$ cat config.mk
export PLATFORM = sky130hd
export DESIGN_NAME = uart_tx_fifo
export DESIGN_NICKNAME = d
export VERILOG_FILES = /design/src/rtl/uart_tx_fifo.sv
export SDC_FILE = /design/constraint.sdc
export NUM_CORES = 1
export LEC_CHECK = 0
export BUFFER_PORTS_ARGS = -buffer_cell sky130_fd_sc_hd__buf_2
export CAP_MARGIN = 20
export CORE_MARGIN = 2
export CORE_UTILIZATION = 65
export DETAILED_ROUTE_END_ITERATION = 10
export GPL_TIMING_DRIVEN = 0
export PLACE_DENSITY = 0.83
export SYNTH_ARGS = -nofsm -noshare
export SYNTH_HDL_FRONTEND = slang
export SYNTH_SLANG_ARGS = --single-unit
$ cat constraint.sdc
create_clock -name clk -period 3.33 [get_ports clk]
set_input_delay 0.999 -clock clk [delete_from_list [all_inputs] [get_ports clk]]
set_output_delay 0.999 -clock clk [all_outputs]
set_load 0.02 [all_outputs]
$ cat src/rtl/uart_tx_fifo.sv
// uart_tx_fifo: byte FIFO feeding a UART transmitter.
// Host writes bytes, and the block launches each one with a one-cycle start
// pulse. It then waits for done_tx before launching the next byte.
// Optional feature: define UART_TX_FIFO_FLUSH_EN to add a flush input that
// clears the queue without disturbing a frame already in flight.
module uart_tx_fifo #(
  parameter int DEPTH  = 16,
  parameter int DATA_W = 8,
  parameter int AW     = $clog2(DEPTH)
) (
  input  logic              clk,
  input  logic              rst,
`ifdef UART_TX_FIFO_FLUSH_EN
  input  logic              flush,
`endif
  input  logic              wr_en,
  input  logic [DATA_W-1:0] wr_data,
  output logic              full,
  output logic              empty,
  output logic [AW:0]       count,
  output logic              overflow,
  output logic [DATA_W-1:0] tx_data_in,
  output logic              start,
  input  logic              tx_active,
  input  logic              done_tx
);

  typedef enum logic [1:0] {IDLE, LAUNCH, WAIT_DONE} state_t;

  state_t            state;
  logic [DATA_W-1:0] mem [DEPTH];
  logic [AW-1:0]     wr_ptr, rd_ptr;
  logic              push, pop, clr;
  logic [AW:0]       count_nxt;

`ifdef UART_TX_FIFO_FLUSH_EN
  assign clr = flush;
`else
  assign clr = 1'b0;
`endif

  // full is the pre-edge flag, so a write while full is dropped even if a pop
  // frees a slot on the same edge.
  assign push = wr_en && !full && !clr;
  assign pop  = (state == IDLE) && !empty && !tx_active;

  // Post-edge occupancy; full/empty/count are all registered from this.
  always_comb begin
    count_nxt = count;
    if (clr)
      count_nxt = '0;
    else if (push && !pop)
      count_nxt = count + (AW+1)'(1);
    else if (pop && !push)
      count_nxt = count - (AW+1)'(1);
  end

  // Byte storage, no reset needed.
  always_ff @(posedge clk) begin
    if (push) mem[wr_ptr] <= wr_data;
  end

  // Pointers, occupancy flags and sticky overflow.
  always_ff @(posedge clk) begin
    if (rst) begin
      wr_ptr   <= '0;
      rd_ptr   <= '0;
      count    <= '0;
      full     <= 1'b0;
      empty    <= 1'b1;
      overflow <= 1'b0;
    end else begin
      if (wr_en && full) overflow <= 1'b1;
      if (clr) begin
        wr_ptr <= '0;
        rd_ptr <= '0;
      end else begin
        if (push) wr_ptr <= wr_ptr + AW'(1);
        if (pop)  rd_ptr <= rd_ptr + AW'(1);
      end
      count <= count_nxt;
      full  <= (count_nxt == (AW+1)'(DEPTH));
      empty <= (count_nxt == '0);
    end
  end

  // Launch FSM: pop one byte, pulse start, then hold the byte until done_tx.
  always_ff @(posedge clk) begin
    if (rst) begin
      state      <= IDLE;
      start      <= 1'b0;
      tx_data_in <= '0;
    end else begin
      case (state)
        IDLE: begin
          if (pop) begin
            tx_data_in <= mem[rd_ptr];
            start      <= 1'b1;
            state      <= LAUNCH;
          end
        end
        LAUNCH: begin
          start <= 1'b0;
          state <= WAIT_DONE;
        end
        WAIT_DONE: begin
          if (done_tx) state <= IDLE;
        end
        default: begin
          start <= 1'b0;
          state <= IDLE;
        end
      endcase
    end
  end

endmodule

==> results of run 1 <==
-- cells in the final DEF (no fill, tap or decap), drive strengths merged --
cell type / count
mux2i: 1
xnor2: 4
clkinvlp: 4
mux4: 32
nand2b: 4
bufinv: 1
nor3: 5
nand4: 2
nand3: 3
a211oi: 2
and3: 1
a21oi: 22
nor2b: 3
nor4b: 1
o22ai: 1
ha: 7
or4: 1
and2: 4
clkinv: 3
buf: 41
nor2: 35
nor4: 2
inv: 12
edfxtp: 128
clkbuf: 28
dfxtp: 27
o41ai: 1
a22oi: 17
xor2: 5
o21ai: 2
nand2: 13
or3: 2
and4: 1
-- registers in the layout (all words and copies together) (netlist names) --
| register | flops |
|---|---|
| count | 5 |
| full | 1 |
| rd_ptr | 4 |
| empty | 1 |
| mem | 128 |
| overflow | 1 |
| state | 2 |
| start | 1 |
| tx_data_in | 8 |
| wr_ptr | 4 |
-- per-stage QoR --
stage	hold WS, ns	util [%]	instances
floorplan	0.482	-	350
global placement	0.449	69.3	490
detailed placement	0.469	69.5	494
CTS	0.478	75.6	526
global route	0.502	75.6	526
finish	0.472	75.6	526
-- worst max-delay path by stage --
stage / from / to / cells after the start
finish: rd_ptr[1] / tx_data_in[2] / 7
global route: rd_ptr[1] / tx_data_in[2] / 7
CTS: wr_en / mem[3][1] / 6
detailed placement: wr_en / mem[2][0] / 6
global placement: wr_en / mem[3][0] / 5
floorplan: wr_en / mem[3][0] / 4
-- metal layers --
layer / routed length (µm) / vias to the layer above
met5: 0 / -
met4: 251 / 0
met3: 906 / 24
met2: 6430 / 143
met1: 4800 / 1705
li1: - / 1481
-- kinds of logic after synthesis --
| kind of cell | Yosys count | share of synthesized area [%] |
|---|---|---|
| flip-flops | 155 | 72.4 |
| buffers and inverters | 24 | 1.69 |
| AND/OR/NAND/NOR | 77 | 6.42 |
| XOR/XNOR | 9 | 1.30 |
| AO/OA/AOI/OAI | 45 | 4.71 |
| multiplexers | 33 | 12.1 |
| adder cells (fa/ha/maj) | 7 | 1.45 |
-- synthesized netlist by cell type, drive strengths merged, types with 3 or more instances --
master and count:
edfxtp 128, nor2 35, mux4 32, dfxtp 27
a21oi 22, a22oi 17, nand2 13, clkbuf 10
buf 8, ha 7, inv 6, nor3 5
xor2 5, and2 4, nand2b 4, xnor2 4
nand3 3, nor2b 3
-- layout make-up --
class	count	area [µm²]	area share (%)
Sequential cell	155	4380	63.4
Clock inverter	14	138	1.99
Timing Repair Buffer	33	165	2.39
Inverter	6	22.5	0.326
Buffer	18	80.1	1.16
Multi-Input combinational cell	171	1570	22.7
Tap cell	111	139	2.01
Clock buffer	18	418	6.04
-- worst max-delay path, delay by kind of cell, from the launching register on --
kind	cells	cell delay (ns)
muxes	1	0.45
DFF	1	0.34
buffers and inverters	2	0.95
AOI/OAI and AO/OA	3	0.68
and+or+nand+nor	1	0.05
-- power groups by stage --
| stage | combinational, mW | sequential [mW] | clock [mW] |
|---|---|---|---|
| 5_1_grt | 0.688 | 2.23 | 1.88 |
| 3_5_place_dp | 0.621 | 2.26 | 0 |
| 6_report | 0.627 | 2.22 | 1.80 |
| 4_1_cts | 0.631 | 2.22 | 1.80 |
| 3_3_place_gp | 0.597 | 2.26 | 0 |
| 2_1_floorplan | 0.401 | 2.30 | 0 |
==> flow_metrics.env, run 1 <==
export IMPL_cts_resized=0
export IMPL_ant_nets=0
export IMPL_fp_dieW_um=101
export IMPL_io_pin_count=30
export IMPL_die_h_um=101
export IMPL_min_to="start"
export IMPL_ys_flop_type="edfxtp_1"
export IMPL_netlist_cell_type_count=36
export IMPL_critPathKind="reg -> reg"
export IMPL_design_area_mm2=0.00692
export IMPL_final_nets=422
export IMPL_io_buffer_count=29
export IMPL_drv_slew=0
export IMPL_pwr_share_seq_pct=47.8
export IMPL_diodes=0
export IMPL_cts_htree_levels=4
export IMPL_synth_seq_cells=155
export IMPL_fill_cells=508
export IMPL_post_route_cells_drive_above_1_share_pct=26.3
export IMPL_dr_total_vias=3353
export IMPL_yosysSeqAreaShare_pct=72.4
export IMPL_cts_clk_slew_worst_paths_ns=0.06
export IMPL_post_cts_buffers=0
export IMPL_antenna_found_initial=0
export IMPL_numCtsBuffers=17
export IMPL_skew_ns=0.00545
export IMPL_routed_wl_um=12400
export IMPL_clk_latency_ns=0.53
export IMPL_die_area_mm2=0.0101
export IMPL_yosysTopAreaCellShare_pct=63.4
export IMPL_maxSlewHeadroom_pct=40.5
export IMPL_grt_pass1_wl_um=18800
export IMPL_hold_path_class="reg -> reg"
export IMPL_grt_use_met3_pct=4.99
export IMPL_cp_end_kind="register"
export IMPL_yosysTopAreaCell="edfxtp_1"
export IMPL_cp_slowest_cell="clkbuf_1"
export IMPL_core_area_mm2=0.00915
export IMPL_cts_buffer_depth=2
export IMPL_busiest_layer="met2"
export IMPL_p_sw_share_pct=26.0
export IMPL_max_freq_ghz=0.385
export IMPL_pwr_share_clk_pct=38.7
export IMPL_gp_congestion=0.862
export IMPL_arrival_ns=3.00
export IMPL_grt_overflow_total=0
export IMPL_pwr_share_comb_pct=13.5
export IMPL_ys_top_cells_by_area="edfxtp_1 63%, mux4_2 12%, dfxtp_1 8.9%"
export IMPL_dp_hpwl_um=7990
export IMPL_fin_tns_setup_ns=0
export IMPL_syn_area_mm2=0.00606
export IMPL_initial_core_util_pct=66.2
export IMPL_synthArstFlopShare_pct=0
export IMPL_tightestPinTransition_ns=0.889
export IMPL_period_minus_slack_ns=2.60
export IMPL_worst_slack_ns=0.732
export IMPL_grt_pass1_vias=3340
export IMPL_first_pass_iters=5
export IMPL_cts_sinks=155
export IMPL_p_total_mw=4.65
export IMPL_cp_required_ns=3.73
export IMPL_drc=0
export IMPL_status="complete, no violations"
export IMPL_place_area_mm2=0.00636
export IMPL_avgRoutedWirePerCell_um=23.6
export IMPL_hold_depth=2
export IMPL_cts_root_buf="clkbuf_8"
export IMPL_viasPerCell=6.37
export IMPL_use_met1_pct=36.6
export IMPL_cellPowerDensity_mw_per_mm2=673
export IMPL_cts_tree="done"
export IMPL_switchingPower_mw=1.21
export IMPL_path_cells="clkbuf_1 > clkbuf_1 > mux4_2 > a22oi_1 > a21oi_1 > a21oi_1 > nor2_1"
export IMPL_track_usage_pct=26.7
export IMPL_hold_start="start"
export IMPL_synth_edf_count=128
export IMPL_avgSynthCellArea_um2=17.3
export IMPL_final_setup_viol_count=0
export IMPL_rows=35
export IMPL_dpl_worst_slack_ns=0.292
export IMPL_r2r_slack_ns=0.73
export IMPL_grt_max_degree=17
export IMPL_drt_iter0_drc=326
export IMPL_maxCapViolCount=0
export IMPL_cp_max_fo=10
export IMPL_reg2reg_to="tx_data_in[2]"
export IMPL_synth_fp_nets=370
export IMPL_rsz0062_at_grt="no"
export IMPL_start_kind="register"
export IMPL_yosys_warnings=0
export IMPL_ir_worst_vdd_mv=0.546
export IMPL_use_met2_pct=43.3
export IMPL_leakage_nw=2.33
export IMPL_cp_slowest_stage_delay_ns=0.62
export IMPL_worstRegToRegCells=7
export IMPL_power_internal_mw=3.45
export IMPL_r2r_start="rd_ptr[1]"
export IMPL_synthCells=350
export IMPL_hold_viol=0
export IMPL_hold_buffers=0
export IMPL_synthToLayoutAreaGrowth_pct=14.2
export IMPL_finalCritPeriodShare_pct=78.0
(Power assumes the default switching activity.)
==> run 2: changes to the inputs <==
--- a/config.mk
+++ b/config.mk
@@ -8,10 +8,10 @@
 export BUFFER_PORTS_ARGS = -buffer_cell sky130_fd_sc_hd__buf_2
 export CAP_MARGIN = 20
 export CORE_MARGIN = 2
-export CORE_UTILIZATION = 65
+export CORE_UTILIZATION = 60
 export DETAILED_ROUTE_END_ITERATION = 10
 export GPL_TIMING_DRIVEN = 0
-export PLACE_DENSITY = 0.83
+export PLACE_DENSITY = 0.77
 export SYNTH_ARGS = -nofsm -noshare
 export SYNTH_HDL_FRONTEND = slang
 export SYNTH_SLANG_ARGS = --single-unit
==> constraint.sdc (replaced) <==
create_clock -name clk -period 2.4 [get_ports clk]
set_input_delay 0.72 -clock clk [delete_from_list [all_inputs] [get_ports clk]]
set_output_delay 0.72 -clock clk [all_outputs]
set_load 0.02 [all_outputs]
==> run 2 against run 1 <==
Compared with the run above: global-route usage shrank 2.7 points; critical path depth shrank 3; cell count grew 4.0%; largest power group unchanged; die area grew 8.0%; critical path type unchanged.
==> flow_metrics.env, run 2 (synthesis gave the netlist of run 1 again) <==
export IMPL_final_cell_mix="128 x edfxtp_1, 35 x nor2_1, 33 x buf_2"
export IMPL_regArea_mm2=0.00438
export IMPL_final_setup_viol_count=0
export IMPL_leakage_nw=2.35
export IMPL_fp_dieW_um=104
export IMPL_grt_max_degree=17
export IMPL_critPathKind="reg -> reg"
export IMPL_rows=36
export IMPL_final_nets=421
export IMPL_die_h_um=104
export IMPL_switchingPower_mw=1.62
export IMPL_post_cts_buffers=0
export IMPL_status="complete, no violations"
export IMPL_diodes=0
export IMPL_gp_congestion=0.787
export IMPL_viasPerCell=5.97
export IMPL_die_area_mm2=0.0109
export IMPL_maxCapViolCount=0
export IMPL_pwr_share_comb_pct=13.2
export IMPL_cellPowerDensity_mw_per_mm2=943
export IMPL_layout_commonest_cell="edfxtp_1"
export IMPL_cp_max_fo=9
export IMPL_pwr_share_seq_pct=46.8
export IMPL_avgRoutedWirePerCell_um=21.9
export IMPL_synthToLayoutAreaGrowth_pct=15.3
export IMPL_largest_register_ff_count=128
export IMPL_dp_hpwl_um=7700
export IMPL_period_minus_slack_ns=2.25
export IMPL_p_total_mw=6.59
export IMPL_antenna_found_initial=0
export IMPL_fill_cells=608
export IMPL_numCtsBuffers=17
export IMPL_cts_buffer_depth=2
export IMPL_ant_nets=0
export IMPL_power_internal_mw=4.97
export IMPL_rsz0062_at_grt="no"
export IMPL_grt_pass1_wl_um=18800
export IMPL_place_area_mm2=0.00639
export IMPL_clk_latency_ns=0.53
export IMPL_multiInputGateArea_mm2=0.00158
export IMPL_grt_overflow_total=0
export IMPL_largest_registers="mem x128, tx_data_in x8, count x5"
export IMPL_ir_worst_vdd_mv=0.853
export IMPL_hold_viol=0
export IMPL_cts_root_buf="clkbuf_8"
export IMPL_drv_slew=0
export IMPL_fin_util_pct=71.5
export IMPL_io_buffer_count=29
export IMPL_initial_core_util_pct=62.0
export IMPL_grt_pass1_vias=3324
export IMPL_tightestPinTransition_ns=0.937
export IMPL_cts_clk_slew_worst_paths_ns=0.06
export IMPL_track_usage_pct=24.0
export IMPL_pwr_share_clk_pct=40.0
export IMPL_cp_end_kind="register"
export IMPL_drc=0
export IMPL_arrival_ns=2.41
export IMPL_cts_sinks=155
export IMPL_io_pin_count=30
export IMPL_core_area_mm2=0.00977
export IMPL_finalCritPeriodShare_pct=94.0
export IMPL_drt_iter0_drc=253
export IMPL_p_sw_share_pct=24.6
export IMPL_cts_htree_levels=4
export IMPL_design_area_mm2=0.00699
export IMPL_post_route_cells_drive_above_1_share_pct=26.8
export IMPL_max_freq_ghz=0.443
export IMPL_first_pass_iters=7
export IMPL_routed_wl_um=12000
export IMPL_hold_path_class="in -> reg"
export IMPL_maxSlewHeadroom_pct=37.3
export IMPL_start_kind="register"
export IMPL_skew_ns=0.00621
export IMPL_cp_required_ns=2.55
export IMPL_hold_buffers=0
export IMPL_cts_tree="done"
export IMPL_dr_total_vias=3263
export IMPL_regMostFlops="mem"
run 2: cell count changes in the layout (fill, tap and decap cells not counted), moves of 2 or more:
cell	change
buf_2	-4
clkbuf_1	-4
clkbuf_2	+3
clkbuf_4	+3
bufinv_16	+2
clkinv_1	+2
inv_6	-2
inv_8	-2
run 2: repair_timing:
item,4_1_cts,5_1_grt
hold endpoints to repair,0,0
endpoints found under the setup margin,5,4
gates resized for setup,3,3
run 2: worst paths after layout:
kind         startpoint         end  slack [ns]  cells after the start
min                 rst    count[1]        0.40                      2
max                full  mem[11][5]        0.15                      4
min reg2reg    overflow    overflow        0.47                      2
max reg2reg        full  mem[11][5]        0.15                      4
run 2: metrics by stage:
step / worst slack, ns / setup TNS, ns / instances / hold slack, ns
finish: 0.145 / 0 / 547 / 0.402
global route: 0.0130 / 0 / 547 / 0.393
CTS: 0.0517 / 0 / 547 / 0.386
detailed placement: -0.351 / -27.50 / 515 / 0.459
global placement: -0.678 / -34.87 / 512 / 0.449
floorplan: 0.117 / 0 / 350 / 0.482
run 2: power groups by stage:
stage	Clock [mW]	Sequential (mW)	Combinational [mW]
2_1_floorplan	0	3.19	0.556
3_3_place_gp	0	3.13	0.831
3_5_place_dp	0	3.14	0.855
4_1_cts	2.66	3.09	0.864
5_1_grt	2.78	3.10	0.938
6_report	2.64	3.09	0.867
run 2: final cells by class:
type | instances | share of cell area [%]
flip-flops and latches | 155 | 62.7
multi-input cells | 171 | 22.6
clock buffers | 17 | 5.93
clock inverters | 15 | 2.47
well taps | 133 | 2.38
repair buffers | 32 | 2.29
plain buffers | 18 | 1.31
inverters | 6 | 0.322
run 2: routing by layer:
layer | part of all wire, % | wire length [µm] | track usage, %
met1 | 42 | 5080 | 31.7
met5 | 0 | 0 | 0
met3 | 4.6 | 553 | 5.26
met2 | 52 | 6220 | 39.4
met4 | 1.2 | 149 | 9.07
run 2: worst max-delay path, cell delays in order (launching register included):
cell and delay, ns:
dfxtp_1 0.33, nor2b_1 0.13, clkbuf_1 0.37, nand2_1 0.27
nor2_1 0.77
